[src/rtl/serial_add_ctrl.sv]
// Area-reduced add/sub path: one 4-bit ripple slice stepped LSB->MSB nibble per clock,
// with a start/done handshake toward the ALU control.
module full_adder4 (
    input  logic [3:0] x,
    input  logic [3:0] y,
    input  logic       cin,
    output logic [3:0] s,
    output logic       co
);
    assign {co, s} = {1'b0, x} + {1'b0, y} + {4'b0000, cin};
endmodule

module serial_add_ctrl #(
    parameter int WIDTH = 32
) (
    input  logic             clk,
    input  logic             rst,
    input  logic             start,
    input  logic             sub,
    input  logic [WIDTH-1:0] a,
    input  logic [WIDTH-1:0] b,
    output logic             ready,
    output logic             done,
    output logic [WIDTH-1:0] result,
    output logic             cout,
    output logic             overflow,
    output logic             zero
);
    localparam int STEPS = WIDTH / 4;
    localparam int CW    = (STEPS > 1) ? $clog2(STEPS) : 1;

    typedef enum logic [1:0] {IDLE, RUN, DONE} state_t;

    state_t           state, nxt;
    logic [CW-1:0]    cnt;
    logic             carry;
    logic [WIDTH-1:0] opa, opb;
    logic [CW+1:0]    idx;
    logic [3:0]       nib_s;
    logic             nib_co;
    logic             last;

    assign idx   = {cnt, 2'b00};
    assign last  = (cnt == CW'(STEPS - 1));
    assign ready = (state == IDLE);

    full_adder4 u_slice (
        .x   (opa[idx +: 4]),
        .y   (opb[idx +: 4]),
        .cin (carry),
        .s   (nib_s),
        .co  (nib_co)
    );

    always_ff @(posedge clk or posedge rst) begin
        if (rst) state <= IDLE;
        else     state <= nxt;
    end

    always_comb begin
        nxt = state;
        case (state)
            IDLE:    if (start) nxt = RUN;
            RUN:     if (last)  nxt = DONE;
            DONE:    nxt = IDLE;
            default: nxt = IDLE;
        endcase
    end

    // done is registered out of DONE so it lines up with the freshly computed zero flag
    always_ff @(posedge clk or posedge rst) begin
        if (rst) begin
            cnt      <= '0;
            carry    <= 1'b0;
            opa      <= '0;
            opb      <= '0;
            result   <= '0;
            cout     <= 1'b0;
            overflow <= 1'b0;
            zero     <= 1'b1;
            done     <= 1'b0;
        end else begin
            done <= 1'b0;
            case (state)
                IDLE: if (start) begin
                    opa   <= a;
                    opb   <= sub ? ~b : b;
                    carry <= sub;
                    cnt   <= '0;
                end
                RUN: begin
                    result[idx +: 4] <= nib_s;
                    carry            <= nib_co;
                    cnt              <= cnt + CW'(1);
                    if (last) begin
                        cout     <= nib_co;
                        overflow <= (opa[WIDTH-1] == opb[WIDTH-1]) && (nib_s[3] != opa[WIDTH-1]);
                    end
                end
                DONE: begin
                    zero <= (result == '0);
                    done <= 1'b1;
                end
                default: ;
            endcase
        end
    end
endmodule
[config.mk]
export PLATFORM = sky130hd
export DESIGN_NAME = serial_add_ctrl
export DESIGN_NICKNAME = d
export VERILOG_FILES = /design/src/rtl/serial_add_ctrl.sv
export SDC_FILE = /design/constraint.sdc
export NUM_CORES = 1
export LEC_CHECK = 0
export CAP_MARGIN = 20
export CORE_MARGIN = 3
export CORE_UTILIZATION = 45
export CTS_CLUSTER_SIZE = 28
export DETAILED_ROUTE_END_ITERATION = 8
export HOLD_SLACK_MARGIN = 0.05
export PLACE_DENSITY = 0.71
export SYNTH_ARGS = -nofsm -noshare
export SYNTH_HDL_FRONTEND = slang
export SYNTH_SLANG_ARGS = --single-unit
[constraint.sdc]
create_clock -name clk -period 3.45 [get_ports clk]
set_clock_uncertainty 0.15 [all_clocks]
set_input_delay 0.5175 -clock clk [delete_from_list [all_inputs] [get_ports clk]]
set_output_delay 0.5175 -clock clk [all_outputs]
set_load 0.02 [all_outputs]
==> impl_summary.txt, run 1 <==
----------------------------------------------------
[Placement]
  DP HPWL ... 8.49 mm
  IO Port Bufs ... 104
  RD Place Congestion ... 0.818

[Timing]
  RSZ-0062 raised after global routing ... false
  Final Setup Violations ... 0
  Number of slew-limit violations in the final report ... 0
  Share of the clock period used by the worst path after layout ... 91.5%
  Final hold viol count ... 0
  Actual transition at the worst max-transition pin ... 874 ps
  Worst hold slack ... 355 ps
  Worst slew slack as a fraction of its limit ... 41.7%
  Period minus WS final ... 3160 ps
  Final sum of negative setup slack ... 0 ps
  Fmax ... 317 MHz

[Synthesis]
  Most frequently used cell type in the post-synthesis netlist ... dfrtp_1
  Leading area contributor after synthesis ... dfrtp_1
  Top cell type's share of synthesized area ... 50.4%
  Dominant register cell in the synthesized netlist ... dfrtp_1
  Dominant cells by area after synthesis ... dfrtp_1 50%, mux2_2 9.5%, xnor2_1 5.5%
  Portion of the post-synthesis area used by sequential elements ... 50.9%
  Yosys warns ... 0
  Area fraction in and, or, nand and nor cells after synthesis ... 11.3%
  Multiplexer share of the synthesized area ... 20.4%
  Total of flip-flops plus latches after synthesis ... 106
  Dominant combinational cell family by area after synthesis ... multiplexers
  Most frequent cells after synthesis ... 105 x dfrtp_1, 49 x nor2_1, 44 x mux2_2
  Unique cell type count in the Yosys netlist ... 41
  Number of enable-type register cells in the synthesized netlist ... 0
  Synthesized cell area ... 5210 um2
  Synthesized Nets ... 515
  Average size of a mapped cell ... 12.0 um2
  Synth Area in Adders ... 3.17%
  Async set-reset flop share out of synthesis ... 100%
  Synth Area in XOR/XNOR ... 5.55%
  Compound-gate portion of the synthesized area ... 5.40%
  Number of standard cells after synthesis ... 435

[Power]
  Power density of the placed cells ... 991 nW/um2
  Max VDD drop ... 0.563 mV
  Static leakage ... 0.00280 uW

[Setup path]
  FF-to-FF Start ... cnt[1]$_DFFE_PP0P_
  Worst Path Class, Setup ... reg -> reg
  Critical path's slowest cell ... dfrtp_1
  Required time at the worst-slack endpoint ... 3540 ps
  Worst setup startpoint ... cnt[1]$_DFFE_PP0P_
  Worst path bufs/invs ... 0
  Worst Setup Start Kind ... register
  Delay contributed by the slowest stage of the critical path ... 680 ps
  Flop-to-flop setup slack ... 290 ps
  Crit-path max FO ... 13
  R2R cell count ... 8
  Element type at the critical path end ... register
  Crit path arrival time ... 3240 ps
  Worst path top cell family by delay ... adder cells
  Worst r2r dst ... result[22]$_DFFE_PP0P_
  Critical path destination ... result[22]$_DFFE_PP0P_
  Total number of cells along the worst setup path ... 8
  Cells traversed along the worst timing path ... mux4_2 > nand2_1 > nand2_1 > fa_1 > fa_1 > xnor2_1 > nor2_1 > mux2_2

[Global route]
  Number of antenna violations at the first check in global routing ... 0
  First-pass GRT wire length ... 19.0 mm
  Via count of the first global-routing pass ... 3784
  Total global routing track utilization ... 18.5%
  Grt total ovfl ... 0
  Maximum number of pins on one net before global-route repair ... 102

[Detailed routing]
  Remaining number of nets flagged by the antenna check after routing ... 0
  DRC viols ... 0
  Mean number of vias per cell ... 5.34
  Vias post-DR ... 3639
  Final wirelength ... 11.2 mm
  Drt initial violations ... 206
  Number of iterations in the first detailed-routing pass ... 4
  WL per Instance ... 16.4 um

[Layout]
  Layout cells sized above 1 ... 19.4%
  Final net count ... 616
  Multi-input logic area ... 2390 um2
  Growth of design area from synthesis to finish ... 28.6%
  Footprint of the flip-flops and latches ... 2660 um2
  Antenna diode count ... 0
  Layout filler cell count ... 922

[Floorplan]
  Starting density of the core ... 47.0%
  Horizontal extent of the die ... 114 um
  Standard-cell row count ... 38
  Total Die Area ... 12900 um2
  Overall die height ... 114 um
  Core area ... 11100 um2
  IO Count ... 105

[Clock network]
  Num Clock Sinks ... 106
  H-Tree Level Count ... 3
  Clock slew at the register clock pins of the worst setup and hold paths ... 70 ps
  Clock latency on the worst-skew pair ... 350 ps
  Total clock buffers created by CTS ... 9
  Clock tree from TritonCTS ... built
  Worst-case clock buffer depth ... 2
  CTS Root Buffer Type ... clkbuf_16

[Flow run]
  Max cap viols ... 0

[Status]
  Result of the run ... finished, final reports clean

[Min path]
  Worst hold-check path type ... reg -> reg

----------------------------------------------------
-- worst min-delay path by stage --
| stage | cells after the start | startpoint | end |
|---|---|---|---|
| floorplan | 1 | opa[6]$_DFFE_PP0P_ | opa[6]$_DFFE_PP0P_ |
| global placement | 1 | opa[20]$_DFFE_PP0P_ | opa[20]$_DFFE_PP0P_ |
| detailed placement | 1 | opa[10]$_DFFE_PP0P_ | opa[10]$_DFFE_PP0P_ |
| CTS | 1 | opa[3]$_DFFE_PP0P_ | opa[3]$_DFFE_PP0P_ |
| global route | 1 | opa[10]$_DFFE_PP0P_ | opa[10]$_DFFE_PP0P_ |
| finish | 1 | opa[3]$_DFFE_PP0P_ | opa[3]$_DFFE_PP0P_ |
-- worst reg2reg max path: cells and delay by family, from the launching register on --
kind                     cells  cell delay [ps]
flip-flops                   1              680
AND/OR/NAND/NOR              3              300
adder cells (fa/ha/maj)      2              830
multiplexers                 2              680
XOR/XNOR                     1              400
-- final cells by class --
type / count / share of cell area (%)
Multi-Input combinational cell: 296 / 35.7
Tap cell: 140 / 2.62
Sequential cell: 106 / 39.6
Clock inverter: 7 / 1.12
Clock buffer: 9 / 3.36
Inverter: 9 / 0.560
Timing Repair Buffer: 114 / 17.0
-- per-layer routing --
| metal | vias to the layer above | track usage, % | wire (um) |
|---|---|---|---|
| met5 | - | 0 | 0 |
| met4 | 0 | 5.13 | 163 |
| met3 | 12 | 3.98 | 572 |
| met2 | 90 | 29.8 | 5410 |
| met1 | 1815 | 25.7 | 5030 |
| li1 | 1722 | - | - |
-- what timing repair did --
item,in CTS,in global routing
setup buffers,0,0
hold buffers,0,0
setup endpoints to repair,0,5
gates resized for setup,0,1
-- state kept, by name (all words and copies together), names as in the netlist --
register,cells
overflow,1
result,32
carry,1
opb,32
state,2
cnt,3
opa,32
zero,1
cout,1
done,1
-- kinds of logic after synthesis --
logic type,Yosys count
AOI/OAI and AO/OA,53
xor gates and xnor gates,33
adders and majority gates,12
buffers and inverters,33
DFF,106
muxes,73
and+or+nand+nor,125
-- per-stage QoR --
step	power, uW	area, um2	util, %	worst slack, ps	instances
global route	7200	6700	60.5	95.9	681
global placement	5510	6400	57.7	283	665
CTS	6700	6700	60.4	147	681
detailed placement	5640	6400	57.7	192	665
finish	6640	6700	60.5	294	681
floorplan	4550	5210	-	321	435
-- cell usage in the layout, fill, tap and decap left out, types with 3 or more instances in the layout --
| cell | n |
|---|---|
| mux2_2 | 44 |
| nand3b_1 | 4 |
| ha_1 | 10 |
| nor3_1 | 5 |
| o21ai_0 | 11 |
| inv_1 | 7 |
| nor4_1 | 8 |
| nand4_1 | 3 |
| clkdlybuf4s50_1 | 103 |
| a21oi_1 | 36 |
| mux2_4 | 12 |
| mux4_1 | 4 |
| xnor2_1 | 33 |
| mux4_2 | 12 |
| inv_6 | 3 |
| buf_4 | 8 |
| nor2_1 | 49 |
| dfrtp_1 | 104 |
| nand2_1 | 35 |
| clkbuf_16 | 9 |
| nand3_1 | 5 |
| and3_4 | 3 |
-- report_power, final --
| part | switching (uW) | internal [uW] | leakage [uW] |
|---|---|---|---|
| sequential | 417 | 1810 | 0.00128 |
| combinational | 1740 | 1640 | 0.00137 |
| clock | 464 | 569 | 0.000151 |
| total | 2630 | 4010 | 0.00280 |
Power figures use the tool's default switching activity.
==> run 2: changes to the inputs <==
- CTS_CLUSTER_DIAMETER: unset -> 150
==> results of run 2 <==
Final layout, timing and power as in run 1 (identical DEF).
==> run 3: changes to the inputs <==
- clock period: 3.45 -> 2.84 ns (I/O delays scaled with it)
==> run 3 against run 2 <==
  * Non-clock buffer count is 9 higher
  * Power is 30% higher
  * Via count is 1.3% higher
  * Critical path type unchanged
  * Largest power group unchanged
==> impl_summary.txt, run 3 (synthesis results as in run 1) <==
----------------------------------------------------
[Status]
  Result of the run ... finished, final reports clean

[Detailed routing]
  Final wirelength ... 11.5 mm (+2.9%)
  Remaining number of nets flagged by the antenna check after routing ... 0 (unchanged)
  Number of iterations in the first detailed-routing pass ... 4 (unchanged)
  Vias post-DR ... 3688 (+1.3%)
  DRC viols ... 0 (unchanged)
  WL per Instance ... 16.7 um (+1.5%)
  Drt initial violations ... 227 (+10%)
  Mean number of vias per cell ... 5.34 (about the same)

[Global route]
  Total global routing track utilization ... 18.6% (+0.082 points)
  First-pass GRT wire length ... 19.0 mm (about the same)
  Via count of the first global-routing pass ... 3833 (+1.3%)
  Maximum number of pins on one net before global-route repair ... 102 (unchanged)
  Grt total ovfl ... 0 (unchanged)
  Number of antenna violations at the first check in global routing ... 0 (unchanged)

[Placement]
  RD Place Congestion ... 0.799 (-2.3%)
  IO Port Bufs ... 104 (unchanged)
  Number of cells after detailed placement ... 670 (+0.75%)
  DP HPWL ... 8.60 mm (+1.3%)

[Setup path]
  Worst path top cell family by delay ... adder cells
  Required time at the worst-slack endpoint ... 2920 ps (-620 ps)
  Element type at the critical path end ... register
  Worst Setup Start Kind ... register
  Crit-path max FO ... 4 (-9)
  Worst path bufs/invs ... 1 (+1)
  Cells traversed along the worst timing path ... buf_6 > mux4_2 > nand2_2 > nand2_2 > fa_2 > fa_2 > xnor2_4 > nor2_1 > mux2_2
  Worst Path Class, Setup ... reg -> reg
  Critical path's slowest cell ... mux4_2
  Crit path arrival time ... 2920 ps (-320 ps)
  Delay contributed by the slowest stage of the critical path ... 510 ps (-170 ps)

[Layout]
  Antenna diode count ... 0 (unchanged)
  Growth of design area from synthesis to finish ... 31.1%
  Final net count ... 625 (+1.5%)
  Largest registers ranked by flip-flop count ... opa x32, opb x32, result x32
  Fin util ... 61.7% (+1.2 points)
  Layout cells sized above 1 ... 23.3% (+3.9 points)
  Top library cells by usage in the layout, fill and taps aside ... 104 x dfrtp_1, 103 x clkdlybuf4s50_1, 48 x nor2_1
  Leading cell type in the layout, fill and taps excluded ... dfrtp_1
  Number of standard cells in the layout, taps in and fillers out ... 690 (+1.3%)

[Clock network]
  Post-CTS Hold Fix Bufs ... 0 (unchanged)
  Clock slew at the register clock pins of the worst setup and hold paths ... 70 ps (about the same)
  Clock latency on the worst-skew pair ... 350 ps (about the same)
  Worst-case clock buffer depth ... 2 (unchanged)
  CTS Root Buffer Type ... clkbuf_16
  Clock tree from TritonCTS ... built
  Total clock buffers created by CTS ... 9 (unchanged)
  H-Tree Level Count ... 3 (unchanged)
  Num Clock Sinks ... 106 (unchanged)

[Timing]
  Final sum of negative setup slack ... 0 ps (unchanged)
  Number of slew-limit violations in the final report ... 0 (unchanged)
  Actual transition at the worst max-transition pin ... 868 ps (-5.98 ps)
  Period minus WS final ... 2830 ps (-322 ps)
  Worst slew slack as a fraction of its limit ... 42.1% (+0.40 points)
  Share of the clock period used by the worst path after layout ... 99.8% (+8.3 points)
  Final Setup Violations ... 0 (unchanged)
  Fmax ... 353 MHz (+11%)
  RSZ-0062 raised after global routing ... true
  Final hold viol count ... 0 (unchanged)

[Floorplan]
  Horizontal extent of the die ... 114 um (unchanged)
  Starting density of the core ... 47.0% (unchanged)
  Overall die height ... 114 um (unchanged)
  Standard-cell row count ... 38 (unchanged)
  Total Die Area ... 12900 um2 (unchanged)
  IO Count ... 105 (unchanged)
  Core area ... 11100 um2 (unchanged)

[Min path]
  Worst hold-check path type ... reg -> reg

[Power]
  Power density of the placed cells ... 1270 nW/um2 (+28%)
  Max VDD drop ... 0.770 mV (+37%)
  Static leakage ... 0.00284 uW (+1.4%)

[Flow run]
  Max cap viols ... 0 (unchanged)

----------------------------------------------------
## run 3: cell count changes in the layout (fill, tap and decap cells not counted), sizes merged
cell	previous run	this run
bufinv	1	0
clkinvlp	1	2
buf	11	20
## run 3: metal layers
layer | global-route usage [%] | routed length, um
met2 | 30.5 | 5600
met5 | 0 | 0
met1 | 25.5 | 5120
met3 | 3.45 | 616
met4 | 5.53 | 154
## run 3: final cells by class
cell class | count | area [um2]
Clock buffer | 9 | 225
Clock inverter | 7 | 52.6
Fill cell | 879 | 4250
Inverter | 9 | 37.5
Multi-Input combinational cell | 296 | 2450
Sequential cell | 106 | 2660
Tap cell | 140 | 175
Timing Repair Buffer | 123 | 1230
## run 3: report_power, final
part | total [uW] | switching [uW] | internal (uW)
Sequential | 2650 | 459 | 2190
Clock | 1180 | 580 | 603
Combinational | 4820 | 2380 | 2440
## run 3: repair_timing
item	CTS	global route
gates resized for setup	3	15
setup endpoints to repair	16	22
buffers inserted	3	1
pin swaps	0	4
## run 3: worst paths after layout
path	startpoint	to	slack, ps	cells past startpoint
setup / recovery	cnt[0]$_DFFE_PP0P_	result[30]$_DFFE_PP0P_	5	9
min in group asynchronous	rst	cnt[1]$_DFFE_PP0P_	360	2
setup reg to reg	cnt[0]$_DFFE_PP0P_	result[30]$_DFFE_PP0P_	5	9
max in group asynchronous	rst	zero$_DFFE_PP1P_	1510	3
hold reg to reg	opa[15]$_DFFE_PP0P_	opa[15]$_DFFE_PP0P_	350	1
hold / removal	opa[15]$_DFFE_PP0P_	opa[15]$_DFFE_PP0P_	350	1
## run 3: metrics by stage
| stage | cell area, um2 | setup slack, ps | power [uW] | hold WS, ps |
|---|---|---|---|---|
| 2_1_floorplan | 5240 | 24.2 | 5620 | 322 |
| 3_3_place_gp | 6460 | 44.2 | 6870 | 336 |
| 3_5_place_dp | 6460 | -39.1 | 7040 | 343 |
| 4_1_cts | 6780 | 10.0 | 8380 | 359 |
| 5_1_grt | 6830 | -58.6 | 9280 | 366 |
| 6_report | 6830 | 5.46 | 8650 | 354 |
